**src/rtl/ccore_sync_sink.sv**
```systemverilog
// ccore_sync_sink
// Clocked sink behind the last self-timed control core of a token pipeline.
// The four-phase REQ_IN/ACK_OUT handshake is synchronized into CLK. Each
// token's bundled data word is written into a small show-ahead FIFO. The FIFO
// is drained through a DOUT_VALID/DOUT_READY interface. ACK_OUT is withheld
// while the FIFO is full, so backpressure stalls the upstream ring and no
// token is lost.
//
// Optional feature macro: CCORE_SINK_TOKCNT_EN
//   Defined   -> adds the TOKEN_CNT output, a 16-bit wrapping count of
//                accepted tokens.
//   Undefined -> no counter and no port; behaviour is otherwise identical.
module ccore_sync_sink #(
  parameter int DATA_W      = 8,
  parameter int DEPTH       = 4,
  parameter int SYNC_STAGES = 2
) (
  input  logic                   CLK,
  input  logic                   RESET,
  input  logic                   REQ_IN,
  input  logic [DATA_W-1:0]      DATA_IN,
  output logic                   ACK_OUT,
  output logic [DATA_W-1:0]      DOUT,
  output logic                   DOUT_VALID,
  input  logic                   DOUT_READY,
  output logic [$clog2(DEPTH):0] LEVEL
`ifdef CCORE_SINK_TOKCNT_EN
  ,
  output logic [15:0]            TOKEN_CNT
`endif
);

  localparam int PTR_W = $clog2(DEPTH);
  localparam int LVL_W = PTR_W + 1;
  localparam logic [LVL_W-1:0] FULL_LVL = LVL_W'(DEPTH);

  typedef enum logic {
    ST_IDLE  = 1'b0,
    ST_ACKED = 1'b1
  } state_t;

  // Request synchronizer; only this chain ever looks at REQ_IN.
  logic [SYNC_STAGES-1:0] sync_q;
  logic                   req_s;

  // Handshake state and registered acknowledge.
  state_t state_q;
  logic   ack_q;

  // FIFO storage and bookkeeping.
  logic [DATA_W-1:0] mem_q [DEPTH];
  logic [PTR_W-1:0]  wr_ptr_q;
  logic [PTR_W-1:0]  wr_ptr_d;
  logic [PTR_W-1:0]  rd_ptr_q;
  logic [PTR_W-1:0]  rd_ptr_d;
  logic [LVL_W-1:0]  level_q;
  logic [LVL_W-1:0]  level_d;

  logic fifo_full;
  logic fifo_empty;
  logic wr_en;
  logic pop;

  // Shift REQ_IN through the synchronizer chain; the last stage is req_s.
  always_ff @(posedge CLK or posedge RESET) begin
    if (RESET) begin
      sync_q <= '0;
    end else begin
      sync_q <= {sync_q[SYNC_STAGES-2:0], REQ_IN};
    end
  end

  assign req_s = sync_q[SYNC_STAGES-1];

  // Full/empty come from the registered level. A pop in the same cycle
  // cannot make room for a write; that write happens one cycle later.
  assign fifo_full  = (level_q == FULL_LVL);
  assign fifo_empty = (level_q == '0);

  // One write per token: only the IDLE->ACKED transition writes. The
  // return-to-zero phase (ACKED) never writes.
  assign wr_en = (state_q == ST_IDLE) && req_s && !fifo_full;

  // A pop needs a valid head, so a pop request while empty is ignored.
  assign pop = !fifo_empty && DOUT_READY;

  // Handshake FSM with a registered ACK_OUT.
  always_ff @(posedge CLK or posedge RESET) begin
    if (RESET) begin
      state_q <= ST_IDLE;
      ack_q   <= 1'b0;
    end else begin
      case (state_q)
        ST_IDLE: begin
          if (wr_en) begin
            state_q <= ST_ACKED;
            ack_q   <= 1'b1;
          end
        end
        ST_ACKED: begin
          if (!req_s) begin
            state_q <= ST_IDLE;
            ack_q   <= 1'b0;
          end
        end
        default: begin
          state_q <= ST_IDLE;
          ack_q   <= 1'b0;
        end
      endcase
    end
  end

  // Next-state for the pointers (which wrap modulo DEPTH) and the level.
  always_comb begin
    wr_ptr_d = wr_ptr_q;
    rd_ptr_d = rd_ptr_q;
    level_d  = level_q;
    if (wr_en) begin
      wr_ptr_d = wr_ptr_q + PTR_W'(1);
    end
    if (pop) begin
      rd_ptr_d = rd_ptr_q + PTR_W'(1);
    end
    case ({wr_en, pop})
      2'b10:   level_d = level_q + LVL_W'(1);
      2'b01:   level_d = level_q - LVL_W'(1);
      default: level_d = level_q;
    endcase
  end

  // Pointer and level registers.
  always_ff @(posedge CLK or posedge RESET) begin
    if (RESET) begin
      wr_ptr_q <= '0;
      rd_ptr_q <= '0;
      level_q  <= '0;
    end else begin
      wr_ptr_q <= wr_ptr_d;
      rd_ptr_q <= rd_ptr_d;
      level_q  <= level_d;
    end
  end

  // Capture DATA_IN on the write edge. The storage has no reset; the pointers
  // and level define which entries are valid.
  always_ff @(posedge CLK) begin
    if (wr_en) begin
      mem_q[wr_ptr_q] <= DATA_IN;
    end
  end

  // Show-ahead head: DOUT follows the read pointer combinationally.
  assign DOUT       = mem_q[rd_ptr_q];
  assign DOUT_VALID = !fifo_empty;
  assign LEVEL      = level_q;
  assign ACK_OUT    = ack_q;

`ifdef CCORE_SINK_TOKCNT_EN
  logic [15:0] tok_cnt_q;

  // Count accepted tokens (FIFO writes). Wraps naturally; pops do not affect it.
  always_ff @(posedge CLK or posedge RESET) begin
    if (RESET) begin
      tok_cnt_q <= 16'h0000;
    end else if (wr_en) begin
      tok_cnt_q <= tok_cnt_q + 16'h0001;
    end
  end

  assign TOKEN_CNT = tok_cnt_q;
`endif

endmodule

```
**config.mk**
```make
export PLATFORM = sky130hd
export DESIGN_NAME = ccore_sync_sink
export DESIGN_NICKNAME = d
export VERILOG_FILES = /design/src/rtl/ccore_sync_sink.sv
export SDC_FILE = /design/constraint.sdc
export NUM_CORES = 1
export LEC_CHECK = 0
export CAP_MARGIN = 0
export CORE_ASPECT_RATIO = 0.9
export CORE_UTILIZATION = 25
export CTS_CLUSTER_DIAMETER = 30
export DETAILED_ROUTE_END_ITERATION = 10
export HOLD_SLACK_MARGIN = 0.08
export PLACE_DENSITY_LB_ADDON = 0.3
export SYNTH_ARGS = -nofsm -noshare
export SYNTH_HDL_FRONTEND = slang
export SYNTH_SLANG_ARGS = --single-unit
```
**constraint.sdc**
```tcl
create_clock -name CLK -period 5.76 [get_ports CLK]
set_input_delay 1.44 -clock CLK [delete_from_list [all_inputs] [get_ports CLK]]
set_output_delay 1.44 -clock CLK [all_outputs]
set_load 0.03 [all_outputs]
```
==> flow_metrics.env <==
export IMPL_layout_area_seq_sq_um=1236
export IMPL_fmax_mhz=274.1
export IMPL_fin_area_sq_um=2157
export IMPL_final_max_slew_viol_count=0
export IMPL_drt_iter0_markers=8
export IMPL_nNetsFinal=134
export IMPL_synthCells=88
export IMPL_dpl_hpwl_um=1909
export IMPL_ys_seq_elements=43
export IMPL_clkTransAtPathRegs_ns=0.08
export IMPL_min_path_type="reg -> reg"
export IMPL_post_cts_resized=0
export IMPL_seq_area_frac_synth=0.7201
export IMPL_pin_count=25
export IMPL_crit_buf_inv=1
export IMPL_synth_area_sq_um=1717
export IMPL_crit_path_start_kind="flip-flop"
export IMPL_post_route_period_util=0.6335
export IMPL_via_per_inst=3.870
export IMPL_arrival_ns=2.21
export IMPL_cts_inserted_buffers=5
export IMPL_drv_cap=0
export IMPL_irDropWorstVdd_mv=0.1866
export IMPL_postSynthAreaPerCell_sq_um=19.51
export IMPL_hold_viol=0
export IMPL_wire_per_inst_um=13.10
export IMPL_grt_antenna_before_repair=0
export IMPL_worst_slew_pin_slew_ns=0.5834
export IMPL_diodes=0
export IMPL_die_area_sq_um=7202
export IMPL_wirelength_um=2711
export IMPL_placed_area_sq_um=2049
export IMPL_path_cells="mux4_2 > clkdlybuf4s50_1"
export IMPL_fp_dieH_um=80.61
export IMPL_multi_input_area_sq_um=434.2
export IMPL_grt_overflow=0
export IMPL_synth_cell_type_count=24
export IMPL_cts_hold_buf=0
export IMPL_crit_required_ns=4.32
export IMPL_synth_fp_nets=106
export IMPL_ant_nets=0
export IMPL_cp_top_family="flip-flops"
export IMPL_grt_pass1_vias=862
export IMPL_grt_max_degree=14
export IMPL_cts_sinks=43
export IMPL_cpMaxStageDelayCell="dfrtp_1"
export IMPL_ys_warnings_count=0
export IMPL_clock_latency_ns=0.29
export IMPL_vias=801
export IMPL_fill_cells=634
export IMPL_cts_htree_levels=2
export IMPL_syn_to_final_growth_pct=25.66
export IMPL_crit_path_end_kind="primary output"
export IMPL_status="completed"
export IMPL_cts_buffer_depth=2
export IMPL_crit_path_max_incr_delay_ns=0.72
export IMPL_post_cts_buffers=0
export IMPL_tritoncts="yes"
export IMPL_grt_pass1_wl_um=4347
export IMPL_skew_ns=0.004723
export IMPL_floorplan_die_width_um=89.35
export IMPL_rows=28
export IMPL_rsz0062_at_grt="false"
export IMPL_slew_headroom=0.6111
export IMPL_firstDrtPassIters=4
export IMPL_powerDensity_nw_per_um2=500.8
export IMPL_core_sq_um=6621
export IMPL_drive_above_1_share=0.1880
export IMPL_setup_worst_path_class="reg -> out"
export IMPL_tns_ns=0
export IMPL_numPortBuffers=24
export IMPL_gp_congestion=0.7097
export IMPL_whs_ns=0.3521
export IMPL_initial_core_util=0.2593
export IMPL_period_needed_ns=3.649
export IMPL_critPathMaxFanout=10
export IMPL_p_leak_nw=0.7718
export IMPL_clockRootBuffer="clkbuf_8"
export IMPL_drc_errors=0
export IMPL_setup_viol=0
export IMPL_grt_use_total=0.08661
[Yosys cell counts]
master / instances / area, sq um
dfrtp_1: 11 / 275.3
mux2i_1: 1 / 10.01
o31a_2: 1 / 10.01
nand2_1: 1 / 3.750
and3b_1: 1 / 8.760
mux2_4: 1 / 15.01
fa_1: 1 / 20.02
edfxtp_1: 32 / 960.9
xnor2_1: 3 / 26.28
inv_1: 7 / 26.28
o21a_1: 1 / 7.510
mux4_2: 8 / 180.2
xor2_1: 3 / 26.28
nor2_1: 1 / 3.750
buf_6: 1 / 11.26
ha_1: 5 / 62.56
nand2b_1: 1 / 6.260
buf_2: 1 / 5.000
a21o_2: 1 / 8.760
and2_2: 3 / 22.52
or3b_1: 1 / 8.760
or3_2: 1 / 7.510
and2_1: 1 / 6.260
buf_1: 1 / 3.750
[power by group]
| group | internal [mW] | switching, mW | total, mW |
|---|---|---|---|
| registers | 0.394 | 0.0627 | 0.457 |
| clock network | 0.127 | 0.0953 | 0.222 |
| logic | 0.199 | 0.202 | 0.401 |
| total | 0.720 | 0.360 | 1.08 |
[per-stage QoR]
step | instances | setup slack (ns) | power [mW] | utilization
floorplan | 88 | 3.122 | 0.7272 | -
global placement | 199 | 2.389 | 0.8636 | 0.3095
detailed placement | 199 | 2.382 | 0.8746 | 0.3095
CTS | 207 | 2.056 | 1.097 | 0.3258
global route | 207 | 2.000 | 1.138 | 0.3258
finish | 207 | 2.111 | 1.080 | 0.3258
[cells by family after synthesis]
kind of cell | after synthesis | share of synthesized area
AO/OA/AOI/OAI | 3 | 0.01531
XOR/XNOR | 6 | 0.03062
AND/OR/NAND/NOR | 10 | 0.03936
adder cells (fa/ha/maj) | 6 | 0.04811
multiplexers | 10 | 0.1195
flip-flops | 43 | 0.7201
buffers and inverters | 10 | 0.02697
[cell type report]
class / instances / share of cell area
Tap cell: 90 / 0.05220
Clock buffer: 5 / 0.03190
Inverter: 7 / 0.01218
Sequential cell: 43 / 0.5731
Clock inverter: 3 / 0.01798
Timing Repair Buffer: 24 / 0.1114
Multi-Input combinational cell: 35 / 0.2013
[registers in the layout, summed over array words and instances, names as in the netlist]
register	cells
rd_ptr_q	2
mem_q	32
sync_q	2
LEVEL	3
ACK_OUT	1
state_q	1
wr_ptr_q	2
[per-layer routing]
layer | up-vias | GRT usage | wire length, um
li1 | 380 | - | -
met1 | 401 | 0.1010 | 1093
met4 | 0 | 0.04286 | 57
met3 | 5 | 0.02980 | 136
met2 | 15 | 0.1412 | 1424
met5 | - | 0 | 0
[final timing paths]
check                                   startpoint                 endpoint  slack (ns)  cells after the start
max                        rd_ptr_q[0]$_DFFE_PP0P_                  DOUT[7]        2.11                      2
min                            sync_q[0]$_DFF_PP0_      sync_q[1]$_DFF_PP0_        0.35                      0
max reg2reg                   LEVEL[0]$_DFFE_PP0P_     LEVEL[2]$_DFFE_PP0P_        3.41                      9
min reg2reg                    sync_q[0]$_DFF_PP0_      sync_q[1]$_DFF_PP0_        0.35                      0
max in group asynchronous                    RESET     LEVEL[0]$_DFFE_PP0P_        4.02                      2
min in group asynchronous                    RESET  wr_ptr_q[1]$_DFFE_PP0P_        1.44                      2
[cell usage in the layout, fill, tap and decap left out, types with 3 or more instances in the layout]
master	instances
edfxtp_1	32
clkdlybuf4s50_1	24
dfrtp_1	11
mux4_2	8
inv_1	7
ha_1	5
clkbuf_8	5
xor2_1	3
xnor2_1	3
and2_2	3
No activity file was read; power rests on OpenSTA's default activity.
